`src/rtl/axi_lat_slv.sv`:
```
`default_nettype none
// ============================================================================
//  Module   : axi_lat_slv  (with companion package axi_lat_pkg)
//  Purpose  : AXI subordinate that answers every write with one B and every
//             read burst with len+1 R beats. Each response comes after a fixed,
//             parameterised latency. One write and one read may be outstanding.
//             The two paths run independently. Write data is discarded. Read
//             data is the constant READ_DATA. The response code is RESP_CODE.
//  Ports    : clk_i       in   clock, all logic on the rising edge
//             rst_ni      in   synchronous active-low reset
//             slv_req_i   in   AW/W/AR payload + valid, b_ready, r_ready
//             slv_resp_o  out  aw/w/ar_ready, B/R payload + valid (registered)
//  Revision : 1.0  initial release
// ============================================================================
package axi_lat_pkg;
    localparam int unsigned ID_W   = 4;
    localparam int unsigned ADDR_W = 32;
    localparam int unsigned DATA_W = 32;
    localparam int unsigned USER_W = 1;

    typedef struct packed {
        logic [ID_W-1:0]   id;
        logic [ADDR_W-1:0] addr;
        logic [7:0]        len;
        logic [2:0]        size;
        logic [1:0]        burst;
        logic              lock;
        logic [3:0]        cache;
        logic [2:0]        prot;
        logic [3:0]        qos;
        logic [3:0]        region;
        logic [5:0]        atop;
        logic [USER_W-1:0] user;
    } aw_chan_t;

    typedef struct packed {
        logic [DATA_W-1:0]   data;
        logic [DATA_W/8-1:0] strb;
        logic                last;
        logic [USER_W-1:0]   user;
    } w_chan_t;

    typedef struct packed {
        logic [ID_W-1:0]   id;
        logic [1:0]        resp;
        logic [USER_W-1:0] user;
    } b_chan_t;

    typedef struct packed {
        logic [ID_W-1:0]   id;
        logic [ADDR_W-1:0] addr;
        logic [7:0]        len;
        logic [2:0]        size;
        logic [1:0]        burst;
        logic              lock;
        logic [3:0]        cache;
        logic [2:0]        prot;
        logic [3:0]        qos;
        logic [3:0]        region;
        logic [USER_W-1:0] user;
    } ar_chan_t;

    typedef struct packed {
        logic [ID_W-1:0]   id;
        logic [DATA_W-1:0] data;
        logic [1:0]        resp;
        logic              last;
        logic [USER_W-1:0] user;
    } r_chan_t;

    typedef struct packed {
        aw_chan_t aw;
        logic     aw_valid;
        w_chan_t  w;
        logic     w_valid;
        logic     b_ready;
        ar_chan_t ar;
        logic     ar_valid;
        logic     r_ready;
    } req_t;

    typedef struct packed {
        logic     aw_ready;
        logic     ar_ready;
        logic     w_ready;
        logic     b_valid;
        b_chan_t  b;
        logic     r_valid;
        r_chan_t  r;
    } resp_t;
endpackage

module axi_lat_slv #(
    parameter type                            req_t         = axi_lat_pkg::req_t,
    parameter type                            resp_t        = axi_lat_pkg::resp_t,
    parameter int unsigned                    WRITE_LATENCY = 1,
    parameter int unsigned                    READ_LATENCY  = 1,
    parameter logic [1:0]                     RESP_CODE     = 2'b00,
    parameter logic [axi_lat_pkg::DATA_W-1:0] READ_DATA     = '0
) (
    input  logic  clk_i,
    input  logic  rst_ni,
    input  req_t  slv_req_i,
    output resp_t slv_resp_o
);
    import axi_lat_pkg::*;

    // Counter widths: wide enough to hold the latency value, never zero bits.
    localparam int unsigned c_wcnt_w = (WRITE_LATENCY < 1) ? 1 : $clog2(WRITE_LATENCY + 1);
    localparam int unsigned c_rcnt_w = (READ_LATENCY  < 1) ? 1 : $clog2(READ_LATENCY  + 1);

    typedef enum logic [1:0] {W_IDLE, W_DATA, W_WAIT, W_RESP} w_state_t;
    typedef enum logic [1:0] {R_IDLE, R_WAIT, R_DATA}         r_state_t;

    w_state_t            r_w_state;
    logic [c_wcnt_w-1:0] r_wcnt;
    logic                r_aw_ready;
    logic                r_w_ready;
    logic                r_b_valid;
    logic [ID_W-1:0]     r_b_id;
    logic [1:0]          r_b_resp;

    r_state_t            r_r_state;
    logic [c_rcnt_w-1:0] r_rcnt;
    logic                r_ar_ready;
    logic                r_r_valid;
    logic [ID_W-1:0]     r_r_id;
    logic [7:0]          r_r_len;
    logic [7:0]          r_beat;
    logic                r_r_last;
    logic [1:0]          r_r_resp;
    logic [DATA_W-1:0]   r_r_data;

    // Only a subset of the request is used; the rest is folded here so that
    // the ignored fields (addr, burst, strb, atop, ...) read as intentional.
    logic w_unused;
    assign w_unused = ^slv_req_i;

    // ------------------------------------------------------------------ write
    always_ff @(posedge clk_i) begin
        if (!rst_ni) begin
            r_w_state  <= W_IDLE;
            r_wcnt     <= '0;
            r_aw_ready <= 1'b1;
            r_w_ready  <= 1'b0;
            r_b_valid  <= 1'b0;
            r_b_id     <= '0;
            r_b_resp   <= '0;
        end else begin
            case (r_w_state)
                W_IDLE: begin
                    if (slv_req_i.aw_valid) begin
                        r_b_id     <= slv_req_i.aw.id;
                        r_aw_ready <= 1'b0;
                        r_w_ready  <= 1'b1;
                        r_w_state  <= W_DATA;
                    end
                end
                W_DATA: begin
                    if (slv_req_i.w_valid && slv_req_i.w.last) begin
                        r_w_ready <= 1'b0;
                        r_wcnt    <= c_wcnt_w'(WRITE_LATENCY);
                        if (WRITE_LATENCY == 0) begin
                            r_b_valid <= 1'b1;
                            r_b_resp  <= RESP_CODE;
                            r_w_state <= W_RESP;
                        end else begin
                            r_w_state <= W_WAIT;
                        end
                    end
                end
                W_WAIT: begin
                    // B rises WRITE_LATENCY+1 cycles after the last W beat.
                    if (r_wcnt == '0) begin
                        r_b_valid <= 1'b1;
                        r_b_resp  <= RESP_CODE;
                        r_w_state <= W_RESP;
                    end else begin
                        r_wcnt <= r_wcnt - 1'b1;
                    end
                end
                W_RESP: begin
                    if (slv_req_i.b_ready) begin
                        r_b_valid  <= 1'b0;
                        r_b_resp   <= '0;
                        r_aw_ready <= 1'b1;
                        r_w_state  <= W_IDLE;
                    end
                end
                default: r_w_state <= W_IDLE;
            endcase
        end
    end

    // ------------------------------------------------------------------- read
    always_ff @(posedge clk_i) begin
        if (!rst_ni) begin
            r_r_state  <= R_IDLE;
            r_rcnt     <= '0;
            r_ar_ready <= 1'b1;
            r_r_valid  <= 1'b0;
            r_r_id     <= '0;
            r_r_len    <= '0;
            r_beat     <= '0;
            r_r_last   <= 1'b0;
            r_r_resp   <= '0;
            r_r_data   <= '0;
        end else begin
            case (r_r_state)
                R_IDLE: begin
                    if (slv_req_i.ar_valid) begin
                        r_r_id     <= slv_req_i.ar.id;
                        r_r_len    <= slv_req_i.ar.len;
                        r_beat     <= '0;
                        r_rcnt     <= c_rcnt_w'(READ_LATENCY);
                        r_ar_ready <= 1'b0;
                        if (READ_LATENCY == 0) begin
                            r_r_valid <= 1'b1;
                            r_r_last  <= (slv_req_i.ar.len == 8'd0);
                            r_r_resp  <= RESP_CODE;
                            r_r_data  <= READ_DATA;
                            r_r_state <= R_DATA;
                        end else begin
                            r_r_state <= R_WAIT;
                        end
                    end
                end
                R_WAIT: begin
                    if (r_rcnt == '0) begin
                        r_r_valid <= 1'b1;
                        r_r_last  <= (r_r_len == 8'd0);
                        r_r_resp  <= RESP_CODE;
                        r_r_data  <= READ_DATA;
                        r_r_state <= R_DATA;
                    end else begin
                        r_rcnt <= r_rcnt - 1'b1;
                    end
                end
                R_DATA: begin
                    if (slv_req_i.r_ready) begin
                        if (r_beat == r_r_len) begin
                            r_r_valid  <= 1'b0;
                            r_r_last   <= 1'b0;
                            r_r_resp   <= '0;
                            r_r_data   <= '0;
                            r_ar_ready <= 1'b1;
                            r_r_state  <= R_IDLE;
                        end else begin
                            // beat < len <= 255 here, so beat+1 cannot wrap.
                            r_beat   <= r_beat + 8'd1;
                            r_r_last <= ((r_beat + 8'd1) == r_r_len);
                        end
                    end
                end
                default: r_r_state <= R_IDLE;
            endcase
        end
    end

    // Every output is a flop; valid and ready never see a combinational path.
    always_comb begin
        slv_resp_o          = '0;
        slv_resp_o.aw_ready = r_aw_ready;
        slv_resp_o.w_ready  = r_w_ready;
        slv_resp_o.b_valid  = r_b_valid;
        slv_resp_o.b.id     = r_b_id;
        slv_resp_o.b.resp   = r_b_resp;
        slv_resp_o.ar_ready = r_ar_ready;
        slv_resp_o.r_valid  = r_r_valid;
        slv_resp_o.r.id     = r_r_id;
        slv_resp_o.r.data   = r_r_data;
        slv_resp_o.r.resp   = r_r_resp;
        slv_resp_o.r.last   = r_r_last;
    end

endmodule
`default_nettype wire

```
`config.mk`:
```
export PLATFORM = sky130hd
export DESIGN_NAME = axi_lat_slv
export DESIGN_NICKNAME = d
export VERILOG_FILES = /design/src/rtl/axi_lat_slv.sv
export SDC_FILE = /design/constraint.sdc
export NUM_CORES = 1
export LEC_CHECK = 0
export CAP_MARGIN = 40
export CELL_PAD_IN_SITES_DETAIL_PLACEMENT = 1
export CELL_PAD_IN_SITES_GLOBAL_PLACEMENT = 2
export CORE_MARGIN = 1
export CORE_UTILIZATION = 13
export DETAILED_ROUTE_END_ITERATION = 6
export HOLD_SLACK_MARGIN = 0.15
export PLACE_DENSITY_LB_ADDON = 0.2
export SLEW_MARGIN = 5
export SYNTH_ARGS = -nofsm -noshare
export SYNTH_HDL_FRONTEND = slang
export SYNTH_SLANG_ARGS = --single-unit
```
`constraint.sdc`:
```
create_clock -name clk_i -period 2.65 [get_ports clk_i]
set_input_delay 0.795 -clock clk_i [delete_from_list [all_inputs] [get_ports clk_i]]
set_output_delay 0.795 -clock clk_i [all_outputs]
set_load 0.005 [all_outputs]
```
# Yosys cells after proc, flatten, opt, wreduce, memory -nomap -nowiden
# Cells that the tools add are included.
# W data, S select, Z words.
# word_totals
latchBits,0
mem_bits_rw,0
mem_count,0
output_inout_bits,52
word_cells,109
romBits,0
register_bits,72
inputBits,183
# classes
n_mul,0
mux,49
n_shift,0
bitwise,0
div_mod_pow,0
order_cmp,0
n_addsub,3
n_reduce_logical,24
eq_ne,16
# op_table
op,n
$mux W32,3
$pmux W32 S2,1
$mux W8,3
$mux W2,10
$reduce_and A4 Y1,5
$mux W1,19
$ne A2 B2 Y1 const B,9
$eq A8 B8 Y1,2
$pmux W1 S2,8
$pmux W8 S2,1
$reduce_bool A2 Y1,7
$reduce_and A3 Y1,4
$add A8 B1 Y8 const B,1
$logic_not A8 Y1,1
$pmux W2 S2,2
$pmux W2 S4,1
$reduce_and A2 Y1,4
$eq A2 B2 Y1 const B,3
$pmux W2 S3,1
$eq A2 B1 Y1 const B,2
$logic_not A2 Y1,2
$sub A1 B1 Y1 const B,2
$logic_and A1 B1 Y1,1

# Logic depth before layout (Yosys ltp)
# Gate-level depths: netlist of the first run.
# depth
ltp_word,5
mapped_depth,7
depth_no_buf,7

# Least setup slack after synthesis of the first run
# No wires, ideal clock.
# synth_path
path_kind,reg-to-reg
start,register r_beat[0]
end,register r_r_last
period_less_slack_ps,1939
arrival_ps,1880
path_stages_with_launch,8
n_path_buf,1
setup_time_ps,59
path_slack_ps,711
cell_sequence,dfxtp_1 ha_1 clkbuf_1 or4bb_1 o211ai_1 a21oi_1 a311oi_1 o221a_2
# synth_between
elab_chain_len,5
word_cells_on_any_way,6
classes_between,1 x add/sub; 2 x eq/ne; 3 x mux
# synth_lines
element,line,source
from (decl),129,logic [7:0] r_beat;
from (signal assigned),250,r_beat <= r_beat + 8'd1;
$add A8 B1 Y8,251,r_r_last <= ((r_beat + 8'd1) == r_r_len);
$eq A8 B8 Y1,251,
$mux W1 (*),241,if (r_beat == r_r_len) begin
$mux W1 (*),240,if (slv_req_i.r_ready) begin
$pmux W1 S2 (*),209,case (r_r_state)
to (signal assigned),219,r_r_last <= (slv_req_i.ar.len == 8'd0);
to (signal assigned),231,r_r_last <= (r_r_len == 8'd0);
to (signal assigned),251,
to (decl),130,logic r_r_last;
# Mark *: on every way between the ends. The rest lies on a longest branch, timed or not. The select of a mux whose other input is x is not followed.
# A chain may end at the register's enable or synchronous reset.

# Worst setup path in the final report of the first run
# Ends and elaborated chain as after synthesis.

==> results of run 1 <==
==> layout make-up <==
class / instances / area [µm²]
Fill cell: 2048 / 13900
Multi-Input combinational cell: 224 / 1250
Sequential cell: 36 / 721
Timing Repair Buffer: 49 / 460
Tap cell: 220 / 275
Clock buffer: 6 / 139
Inverter: 9 / 33.8
Clock inverter: 2 / 10.0
==> sequential cells by signal, summed over array words and instances (netlist names), 2 cells and up <==
name / cells
r_r_state: 2
r_b_id: 4
r_w_state: 2
r_beat: 8
r_r_len: 8
r_r_id: 4
==> logic make-up after synthesis <==
logic type,share of synthesized area [%]
adder cells (fa/ha/maj),3.31
multiplexers,0.883
flip-flops,31.8
other,0.165
buffers and inverters,19.1
AND/OR/NAND/NOR,21.3
AO/OA/AOI/OAI,18.8
XOR/XNOR,4.63
==> power by group <==
group          internal [µW]  switching, µW
clock network            371            240
registers                612           64.9
logic                    257            278
total                   1240            583
==> worst max-delay path by stage <==
stage | from | to | slack [ps]
after global routing | r_beat[0]$_SDFFE_PN0P_ | r_r_last$_SDFFE_PN0P_ | 360
after detailed placement | slv_req_i[1] | r_beat[5]$_SDFFE_PN0P_ | 230
after global placement | slv_req_i[0] | r_beat[5]$_SDFFE_PN0P_ | 230
final | r_beat[0]$_SDFFE_PN0P_ | r_r_last$_SDFFE_PN0P_ | 530
after floorplan | r_beat[0]$_SDFFE_PN0P_ | r_r_last$_SDFFE_PN0P_ | 710
after CTS | r_beat[0]$_SDFFE_PN0P_ | r_r_last$_SDFFE_PN0P_ | 490
==> metrics by stage <==
| stage | util [%] | worst slack [ps] | power [µW] | hold slack, ps |
|---|---|---|---|---|
| floorplan | - | 711 | 1070 | 432 |
| global placement | 16.3 | 229 | 1230 | 443 |
| detailed placement | 16.3 | 230 | 1230 | 451 |
| CTS | 17.2 | 494 | 1870 | 463 |
| global route | 17.2 | 361 | 1960 | 481 |
| finish | 17.2 | 527 | 1820 | 459 |
==> worst max-delay path, delay by kind of cell (launching register included) <==
kind | cells | cell delay, ps
adder cells (fa/ha/maj) | 1 | 260
AO/OA/AOI/OAI | 4 | 840
flip-flops | 1 | 490
AND/OR/NAND/NOR | 1 | 480
==> cell usage after synthesis (all sizes together), types with 2 or more instances <==
library cell  number
a211oi             2
a21o               2
a21oi             32
a31oi              2
and2               2
buf               49
clkbuf             9
dfxtp             36
ha                 6
inv                9
mux2i              2
nand2             47
nand2b             2
nand3              9
nand3b             2
nand4              3
nor2              11
nor2b              2
nor3               5
nor4               3
o211ai             5
o21a               3
o21ai              9
o31ai              2
or2                3
or3                4
or4                3
xnor2              7
xor2               5
==> metal layers <==
layer  GRT usage (%)  vias to the layer above
li1                -                      979
met1            10.7                      906
met2            12.1                       67
met3            2.12                        7
met4            2.06                        0
met5               0                        -
==> impl_results.md, run 1 <==
* Status: finished, final reports clean
* Die Height at 134 µm
* Slew Limit Fails at 0
* Area after DPL at 2740 µm²
* Sequential area share after synthesis at 31.8%
* Total iterations of the first detailed-routing run at 3
* I/O Buffers at 37
* Placer Congestion at 0.710
* Worst Setup End Kind: register
* Cell chain of the critical path: ha_1 -> or4bb_1 -> o211ai_1 -> a21oi_1 -> a311oi_1 -> o221a_2
* Maxcap violations at 0
* Fmax at 0.471 GHz
* Avg Cell Area, Syn at 7.82 µm²
* Critical path required time at 2880 ps
* Remaining Overflow, GRT at 0
* R2r endpoint: r_r_last$_SDFFE_PN0P_
* Clock Sinks at 36
* Hold WC Path Type: register to register
* R2r setup slk at 530 ps
* Total of warnings raised by yosys at 0
* CTS max path bufs at 2
* Peak VDD IR at 200 µV
* All-Layer GR Usage at 7.84%
* Largest net degree at the start of global routing at 25
* Slowest-stage cell, CP: dfxtp_1
* Antenna viol nets, final at 0
* CTS tree: done
* Hold wc startpoint: r_r_id[3]$_SDFFE_PN0P_
* WP data arrival at 2350 ps
* Hold depth at 2
* CTS Buf Count at 5
* Clock transition at path regs at 60 ps
* Worst-Margin Slew at 519 ps
* Ys async rst share at 0%
* DR DRC count at 0
* Placed Cells at 538
* Metal3 WL at 341 µm
* Hold endpoint: r_r_id[3]$_SDFFE_PN0P_
* Starting Density at 13.5%
* Setup TNS at 0 ps
* Cell Count, Final, Fillers Out at 546
* Rows at 47
* Post-synth EDFFs at 0
* Final-stage net count at 514
* Layout cells sized above 1 at 9.20%
* Synth Flop Type: dfxtp_1
* Kind of critical path: register to register
* Final Hold Viols at 0
* Clk_lat worst skew at 280 ps
* Fin crit period at 2120 ps
* CTS Root Cell: clkbuf_16
* Post_cts resized at 0
* CP Launch Type: register
* LEAKAGE at 0.00107 µW
* Drt wl/cell at 12.5 µm
* Clk_skew at 7.09 ps
* First-pass GRT wire length at 10800 µm
* Top cells by area, synth: dfxtp_1 (32%), buf_4 (15%), nand2_1 (7.8%)
* Met1 WL at 3510 µm
* # diodes at 0
* Part of the cycle the worst path needs at 80.1%
* DR WL met2 at 2910 µm
* Rel. slew slack at 65.3%
* Mapped Area at 2270 µm²
* RSZ-0062 raised after global routing: no
* Syn Inst Count at 290
* Via Count at 1959
* Design area at 2890 µm²
* Synth area leader: dfxtp_1
* Area Growth Syn to Fin at 27.5%
* DR vias/cell at 3.59
* Worst reg2reg startpoint: r_beat[0]$_SDFFE_PN0P_
* Uppermost layer routed: met4
* Core ar. at 16800 µm²
* Seq cells post-synth at 36
* PD cells at 630 nW/µm²
* Post-synth cell types at 50
* Most frequent cells in the layout: nand2_1 (47), conb_1 (38), clkdlybuf4s50_1 (37), dfxtp_1 (36), a21oi_1 (32)
* Post-detail-place hpwl at 5180 µm
* DRT Wirelength at 6830 µm
* Most common cell after layout, fill and taps aside: nand2_1
* Number of global-route vias before repair at 1986
* Setup bufs post-CTS at 0
* Initial antenna violation count at 0
* Die W at 134 µm
* Cts hold-fix bufs at 0
* Setup violators final at 0
* Synth top area share at 31.8%
* Ports at 235
* 1st-iter DRT viols at 65
* H-tree lvl count at 2
* R2r worst-path depth at 6
* Die area at 18000 µm²
* CP max FO at 8
* CP peak stage delay at 490 ps
Note: power is estimated with default switching activity, not from simulation.
==> inputs of run 2 (changes only) <==
==> constraint.sdc (replaced) <==
create_clock -name clk_i -period 2 [get_ports clk_i]
set_input_delay 0.6 -clock clk_i [delete_from_list [all_inputs] [get_ports clk_i]]
set_output_delay 0.6 -clock clk_i [all_outputs]
set_load 0.005 [all_outputs]
==> impl_results.md, run 2 (synthesis results as in run 1) <==
* Die W at 134 µm
* Most frequent cells in the layout: nand2_1 (46), buf_4 (40), conb_1 (38), clkdlybuf4s50_1 (37), dfxtp_1 (34)
* CTS Buf Count at 5
* RSZ-0062 raised after global routing: yes
* R2r endpoint: r_beat[5]$_SDFFE_PN0P_
* I/O Buffers at 37
* Most common cell after layout, fill and taps aside: nand2_1
* Remaining Overflow, GRT at 0
* WP data arrival at 2130 ps
* Setup violators final at 0
* Cell Count, Final, Fillers Out at 577
* Part of the cycle the worst path needs at 96.1%
* All-Layer GR Usage at 8.25%
* CP most frequent cell: buf_4
* H-tree lvl count at 2
* PD cells at 817 nW/µm²
* Critical path required time at 2210 ps
* Post-detail-place hpwl at 5650 µm
* Layout cells sized above 1 at 19.6%
* Placed Cells at 569
* Cell chain of the critical path: buf_4 -> xor2_1 -> or4_4 -> o31ai_4 -> buf_4 -> o21ai_1 -> a211oi_2
* Peak VDD IR at 315 µV
* Setup TNS at 0 ps
* Hold WC Path Type: register to register
* Multi-input gate area at 1300 µm²
* Final-stage net count at 545
* Placer Congestion at 0.747
* # diodes at 0
* CTS Root Cell: clkbuf_16
* Via Count at 2088
* Ports at 235
* Core ar. at 16800 µm²
* R2r setup slk at 80 ps
* Starting Density at 13.5%
* CP peak stage delay at 500 ps
* Area Growth Syn to Fin at 42.1%
* R2r worst-path depth at 7
* Maxcap violations at 0
* Fin crit period at 1920 ps
* Clock Sinks at 36
* Largest net degree at the start of global routing at 25
* Hold depth at 2
* Drt wl/cell at 12.6 µm
* Slowest-stage cell, CP: or4_4
* Rows at 47
* Critical path's top delay family: compound AO/OA/AOI/OAI gates
* Top Registers: r_beat (8), r_r_len (8)
* CTS max path bufs at 2
* Total Power at 2630 µW
* Crit path depth at 7
* Clk_lat worst skew at 290 ps
* Buf+Inv Stages, Crit Path at 2
* Clk_skew at 8.08 ps
* Initial antenna violation count at 0
* Hold wc startpoint: r_r_id[1]$_SDFFE_PN0P_
* Fill count at 2062
* First-pass GRT wire length at 11400 µm
* Number of global-route vias before repair at 2133
* Hold endpoint: r_r_id[1]$_SDFFE_PN0P_
* Status: finished, final reports clean
* CP max FO at 5
* CTS tree: done
* Clock transition at path regs at 60 ps
* DRT Wirelength at 7260 µm
* Kind of critical path: register to register
* Register area at 723 µm²
* Die area at 18000 µm²
* Slew Limit Fails at 0
* Fmax at 0.520 GHz
* Worst Setup End Kind: register
* LEAKAGE at 0.00124 µW
* Final Hold Viols at 0
* Worst reg2reg startpoint: r_beat[1]$_SDFFE_PN0P_
* CP Launch Type: register
* Total iterations of the first detailed-routing run at 3
* Die Height at 134 µm
* DR vias/cell at 3.62
* 1st-iter DRT viols at 65
* Antenna viol nets, final at 0
* DR DRC count at 0
run 2: cell count changes in the layout (fill, tap and decap cells not counted), moves of 2 or more:
cell and change:
dfxtp_1 -2, buf_4 +28, dfxtp_2 +2, buf_12 +3
run 2: cell type report:
class                      instances  share of cell area [%]
multi-input combinational        224                    40.2
clock inverter                     2                    1.09
sequential                        36                    22.4
tap                              220                    8.54
inverter                           9                    1.05
timing repair buffer              80                    22.7
clock buffer                       6                    4.00
run 2: through the flow:
step / hold slack, ps / cell area, µm² / utilization (%) / worst slack, ps
global placement: 443 / 3010 / 17.9 / -245
CTS: 461 / 3190 / 18.9 / 6.63
detailed placement: 451 / 3010 / 17.9 / -260
finish: 456 / 3220 / 19.2 / 78.4
floorplan: 432 / 2410 / - / 61.5
global route: 482 / 3220 / 19.2 / -20.8
run 2: worst max path at each step:
stage                                       from                endpoint
after global routing      r_beat[1]$_SDFFE_PN0P_  r_beat[3]$_SDFFE_PN0P_
final                     r_beat[1]$_SDFFE_PN0P_  r_beat[5]$_SDFFE_PN0P_
after global placement              slv_req_i[0]  r_beat[3]$_SDFFE_PN0P_
after CTS                 r_beat[0]$_SDFFE_PN0P_   r_r_last$_SDFFE_PN0P_
after detailed placement            slv_req_i[1]  r_beat[5]$_SDFFE_PN0P_
after floorplan           r_beat[0]$_SDFFE_PN0P_   r_r_last$_SDFFE_PN0P_
run 2: power breakdown:
group          leakage (µW)  switching (µW)  total, µW  internal [µW]
clock network     0.0000808             325        912            587
registers          0.000296            79.2        890            810
logic              0.000868             407        832            425
run 2: tightest hold or removal path: stages (launching register included):
cell and delay [ps]:
dfxtp_1 310, nand2_1 50, a21oi_1 50
run 2: timing repair:
item                       in CTS  in global routing
gates resized for setup         3                 10
setup endpoints to repair       2                  8
hold buffers                    0                  0
pin swaps                       1                  1
setup buffers                   0                  0
run 2: metal layers:
| metal | GRT usage [%] | vias up | part of all wire, % |
|---|---|---|---|
| li1 | - | 1045 | - |
| met1 | 11.0 | 970 | 50 |
| met2 | 13.0 | 67 | 43 |
| met3 | 2.38 | 6 | 5.4 |
| met4 | 2.06 | 0 | 0.96 |
| met5 | 0 | - | 0 |
